==> src/rtl/fetch_sequencer_if.sv <==
// Instruction-memory read port and decode-side handshake of the fetch sequencer.
// master = sequencer side, slave = memory/decode/execute environment.
interface fetch_sequencer_if;
  logic        imem_req;
  logic [31:0] imem_addr;
  logic        imem_ack;
  logic [31:0] imem_rdata;
  logic        instr_valid;
  logic        instr_ready;
  logic [31:0] instr;
  logic [31:0] instr_pc;
  logic        redirect;
  logic [31:0] redirect_pc;
  logic [31:0] pc;

  modport master (
    output imem_req, imem_addr, instr_valid, instr, instr_pc, pc,
    input  imem_ack, imem_rdata, instr_ready, redirect, redirect_pc
  );

  modport slave (
    input  imem_req, imem_addr, instr_valid, instr, instr_pc, pc,
    output imem_ack, imem_rdata, instr_ready, redirect, redirect_pc
  );
endinterface

==> src/rtl/fetch_sequencer.sv <==
// Instruction-fetch sequencer: one req/ack read per instruction, valid/ready to decode,
// with redirects overriding sequential PC+4 even while a read is outstanding.
module fetch_sequencer #(
  parameter logic [31:0] RESET_PC = 32'h0000_0000
) (
  input logic               clk,
  input logic               rst,
  fetch_sequencer_if.master bus
);

  typedef enum logic [1:0] {StStart, StReq, StDrain, StHold} state_e;

  state_e      state_q, state_d;
  logic [31:0] pc_q, pc_d;
  logic [31:0] req_addr_q, req_addr_d;
  logic [31:0] instr_q, instr_d;
  logic [31:0] instr_pc_q, instr_pc_d;
  logic        valid_q, valid_d;
  logic [31:0] target;

  assign target = bus.redirect_pc & ~32'd3;

  always_ff @(posedge clk or posedge rst) begin
    if (rst) begin
      state_q    <= StStart;
      pc_q       <= RESET_PC;
      req_addr_q <= RESET_PC;
      instr_q    <= 32'h0;
      instr_pc_q <= 32'h0;
      valid_q    <= 1'b0;
    end else begin
      state_q    <= state_d;
      pc_q       <= pc_d;
      req_addr_q <= req_addr_d;
      instr_q    <= instr_d;
      instr_pc_q <= instr_pc_d;
      valid_q    <= valid_d;
    end
  end

  // req_addr is only reloaded on the transition into StReq, so it is frozen for the whole
  // request (including the StDrain tail after a redirect).
  always_comb begin
    state_d    = state_q;
    pc_d       = pc_q;
    req_addr_d = req_addr_q;
    instr_d    = instr_q;
    instr_pc_d = instr_pc_q;
    valid_d    = valid_q;
    unique case (state_q)
      StStart: begin
        if (bus.redirect) pc_d = target;
        req_addr_d = pc_d;
        state_d    = StReq;
      end
      StReq: begin
        if (bus.redirect) begin
          pc_d = target;
          if (bus.imem_ack) begin
            req_addr_d = target;
          end else begin
            state_d = StDrain;
          end
        end else if (bus.imem_ack) begin
          instr_d    = bus.imem_rdata;
          instr_pc_d = req_addr_q;
          pc_d       = req_addr_q + 32'd4;
          valid_d    = 1'b1;
          state_d    = StHold;
        end
      end
      StDrain: begin
        if (bus.redirect) pc_d = target;
        if (bus.imem_ack) begin
          req_addr_d = pc_d;
          state_d    = StReq;
        end
      end
      StHold: begin
        if (bus.redirect) begin
          pc_d       = target;
          valid_d    = 1'b0;
          req_addr_d = target;
          state_d    = StReq;
        end else if (bus.instr_ready) begin
          valid_d    = 1'b0;
          req_addr_d = pc_q;
          state_d    = StReq;
        end
      end
      default: state_d = StStart;
    endcase
  end

  assign bus.imem_req    = (state_q == StReq) || (state_q == StDrain);
  assign bus.imem_addr   = req_addr_q;
  assign bus.instr_valid = valid_q;
  assign bus.instr       = instr_q;
  assign bus.instr_pc    = instr_pc_q;
  assign bus.pc          = pc_q;

endmodule

==> src/flat_wrapper.sv <==
// flat-port wrapper written by rule: the top's interface ports become plain ports
module fetch_sequencer_flat 
#(
  parameter logic [31:0] RESET_PC = 32'h0000_0000
)
  (clk, rst, bus_imem_req, bus_imem_addr, bus_instr_valid, bus_instr, bus_instr_pc, bus_pc, bus_imem_ack, bus_imem_rdata, bus_instr_ready, bus_redirect, bus_redirect_pc);
  fetch_sequencer_if bus_i ();
  input logic clk;
  input logic rst;
  output wire logic [$bits(bus_i.imem_req)-1:0] bus_imem_req;
  output wire logic [$bits(bus_i.imem_addr)-1:0] bus_imem_addr;
  output wire logic [$bits(bus_i.instr_valid)-1:0] bus_instr_valid;
  output wire logic [$bits(bus_i.instr)-1:0] bus_instr;
  output wire logic [$bits(bus_i.instr_pc)-1:0] bus_instr_pc;
  output wire logic [$bits(bus_i.pc)-1:0] bus_pc;
  input wire logic [$bits(bus_i.imem_ack)-1:0] bus_imem_ack;
  input wire logic [$bits(bus_i.imem_rdata)-1:0] bus_imem_rdata;
  input wire logic [$bits(bus_i.instr_ready)-1:0] bus_instr_ready;
  input wire logic [$bits(bus_i.redirect)-1:0] bus_redirect;
  input wire logic [$bits(bus_i.redirect_pc)-1:0] bus_redirect_pc;
  assign bus_imem_req = bus_i.imem_req;
  assign bus_imem_addr = bus_i.imem_addr;
  assign bus_instr_valid = bus_i.instr_valid;
  assign bus_instr = bus_i.instr;
  assign bus_instr_pc = bus_i.instr_pc;
  assign bus_pc = bus_i.pc;
  assign bus_i.imem_ack = bus_imem_ack;
  assign bus_i.imem_rdata = bus_imem_rdata;
  assign bus_i.instr_ready = bus_instr_ready;
  assign bus_i.redirect = bus_redirect;
  assign bus_i.redirect_pc = bus_redirect_pc;
  fetch_sequencer #(.RESET_PC(RESET_PC)) u_core (.clk(clk), .rst(rst), .bus(bus_i));
endmodule
==> config.mk <==
export PLATFORM = sky130hd
export DESIGN_NAME = fetch_sequencer_flat
export DESIGN_NICKNAME = d
export VERILOG_FILES = /design/src/rtl/fetch_sequencer_if.sv /design/src/rtl/fetch_sequencer.sv /design/src/flat_wrapper.sv
export SDC_FILE = /design/constraint.sdc
export NUM_CORES = 1
export LEC_CHECK = 0
export CAP_MARGIN = 5
export CORE_MARGIN = 10
export CORE_UTILIZATION = 40
export DETAILED_ROUTE_END_ITERATION = 10
export MAX_ROUTING_LAYER = met4
export PLACE_DENSITY = 0.74
export RECOVER_POWER = 25
export SYNTH_ARGS = -nofsm -noshare
export SYNTH_HDL_FRONTEND = slang
export SYNTH_SLANG_ARGS = --single-unit
export TNS_END_PERCENT = 100
==> constraint.sdc <==
create_clock -name clk -period 4.5 [get_ports clk]
set_input_delay 1.125 -clock clk [delete_from_list [all_inputs] [get_ports clk]]
set_output_delay 1.125 -clock clk [all_outputs]
set_load 0.02 [all_outputs]
==> run metrics <==
Post CTS Setup Buffer Count=0; Synth top area share=53.1%; Worst-path clk slew=50 ps; unrepaired setup endpoints after global routing=no; worst vdd ir=0.413 mV; Final min period=3040 ps; Std-Cell Rows=45; Mapped Area=6180 um^2; Post-Layout Cell Count=948; Hold Fails Final Rpt=0; Post-Syn Area per Cell=11.1 um^2; final wirelength=18.2 mm; Die H=144 um; layout cells sized above 1=15.2%; final worst slack=1460 ps; Die Footprint=20,800 um^2; number of global-route vias before repair=5,319; DRC=0; max cap viols=0; most frequent CP cell=inv_1; clk sink count=131; Crit-path slowest cell=clkdlybuf4s50_1; EDFF count, synth=0; Critical Path Max Stage Delay=620 ps; hpwl dp=13.0 mm; Syn Nets=630; largest net degree at the start of global routing=76; sequential fraction of the synthesis area=53.1%; Setup crit end kind=primary output; leakage=3.63 nW; H-tree depth=4; CTS Buffer Depth=2; DRT iter0 DRCs=338; CTS resizes=0; gate count of the mapped netlist=556; CTS tree=done; async set-reset flop share out of synthesis=100%; Worst Skew=11.4 ps; Placed Cells=915; Final Slew Violations=0; Worst-Skew Late Latency=420 ps; Routed WL per cell=19.2 um; total core area=15,100 um^2; # nets final=820; critical-path cell list=inv_1 > ha_1 > inv_1 > clkdlybuf4s50_1; type of origin of the critical path=flip-flop; crit-path max FO=6; slew margin rel.=15.6%; final core occ=58.9%; Pwr per Cell Area=803 nW/um^2; antenna-violating nets left=0; Vias/cell=5.32; largest area contributor in the netlist=dfrtp_1; YS warnings=0; crit path DAT=1910 ps; Hold Crit Class=flip-flop to flip-flop; most common cell after layout, fill and taps aside=clkdlybuf4s50_1; Die Wd=144 um; Fin Setup TNS=0 ps; I/O pin total=199; Place WS=1020 ps; Top FF cell, synth=dfrtp_1; first-pass GRT wire length=28.7 mm; status=completed; Initial Util=40.8%; Setup CP Type=flip-flop to primary output; Pre-antenna DRT Iters=5; Crit path required time=3380 ps; Overflow after GRT=0; CTS root buf=clkbuf_16; Hold-fix buffers, CTS=0; Worst-Margin Slew=1260 ps; clock buffer count from CTS=17; Max Freq=329 MHz; CP bufs+invs=3; largest cells by area after synthesis=dfrtp_1 53%, mux2_2 11%, mux2i_1 5.5%, a21oi_1 4.4%, xor2_1 3.0%; Port Buffers=196; Layout area overhead=44.4%; delay-heaviest family, CP=buffers and inverters; placer congestion estimate=0.804; Tcrit/Tclk final=67.5%; count of final setup violators=0; initial antenna violation count=1; Total GRT Usage=18.2%; Via Count=5,048; Unique masters post-synth=41; commonest non-fill, non-tap cells in the layout=193 x clkdlybuf4s50_1, 131 x dfrtp_1, 60 x mux2_2, 52 x a21oi_1, 43 x nor2_1; total power=7.16 mW; Yosys reg bits=131
## metrics by stage
stage	hold slack, ps	cell area [um^2]
3_3_place_gp	468	8350
6_report	483	8920
2_1_floorplan	528	6180
3_5_place_dp	475	8350
4_1_cts	486	8920
5_1_grt	518	8920
## where the power goes
| group | leakage (nW) | total [mW] | switching (mW) | internal [mW] |
|---|---|---|---|---|
| Clock | 0.281 | 1.34 | 0.499 | 0.842 |
| Combinational | 1.82 | 3.54 | 1.86 | 1.68 |
| Sequential | 1.53 | 2.28 | 0.552 | 1.73 |
## cell usage after synthesis (2+ instances only)
library cell and number:
dfrtp_1 131, mux2_2 60, a21oi_1 54, nor2_1 44, nand2_1 41, mux2i_1 34, o21ai_0 23, inv_1 21
xor2_1 21, clkbuf_1 20, nand3_1 13, nor3_1 11, buf_2 8, nand4_1 8, xnor2_1 8, a221oi_2 7
o221ai_1 6, and3_1 5, buf_1 5, ha_1 5, nor3b_1 5, nand2b_1 3, nor4_1 3, a221oi_1 2
nor4_4 2
## area by class of cell
type | count | area [um^2]
inverter | 22 | 83.8
multi-input combinational | 370 | 2700
fill | 1257 | 6230
sequential | 131 | 3280
clock inverter | 9 | 105
tap | 188 | 235
antenna | 1 | 2.50
timing repair buffer | 204 | 2040
clock buffer | 23 | 468
## worst paths after layout
kind | startpoint | end | slack [ps] | cells after the start
min in group asynchronous | rst | u_core.bus.pc[2] | 1430 | 2
hold / removal | u_core.bus.instr_pc[1] | u_core.bus.instr_pc[1] | 480 | 2
max in group asynchronous | rst | u_core.bus.instr_pc[21] | 2090 | 3
setup reg to reg | u_core.state_q[1] | u_core.bus.pc[19] | 1900 | 6
setup / recovery | u_core.state_q[0] | bus_imem_req | 1460 | 4
hold reg to reg | u_core.bus.instr_pc[1] | u_core.bus.instr_pc[1] | 480 | 2
## state kept, by name, summed over array words and instances (netlist names)
signal	cells
u_core.bus.instr	32
u_core.bus.pc	32
u_core.bus.imem_addr	32
u_core.state_q	2
u_core.bus.instr_valid	1
u_core.bus.instr_pc	32
## metal layers
| metal | routed length (um) | track usage, % | vias to the layer above |
|---|---|---|---|
| met5 | 0 | - | - |
| met4 | 138 | 6.38 | 0 |
| met3 | 1740 | 6.82 | 16 |
| met2 | 8880 | 29.3 | 202 |
| met1 | 7430 | 20.6 | 2493 |
| li1 | - | - | 2337 |
## worst register-to-register path, stage by stage, from the launching register on
cell      delay [ps]
dfrtp_1          410
inv_1             90
ha_1             170
clkinv_1         340
a21oi_2          690
nand2b_1         500
o221ai_1         310
## cells by family (layout without fill, tap and decap cells)
kind of cell	after synthesis	after routing	synth area share [%]
compound gates	99	99	9.99
xor+xnor	29	29	4.11
fa+ha+maj	5	5	1.01
buf+inv	55	258	3.50
flops	131	131	53.1
mux	94	94	16.5
other cells	0	1	0
simple gates	143	143	11.9
No activity file was read; power rests on OpenSTA's default activity.
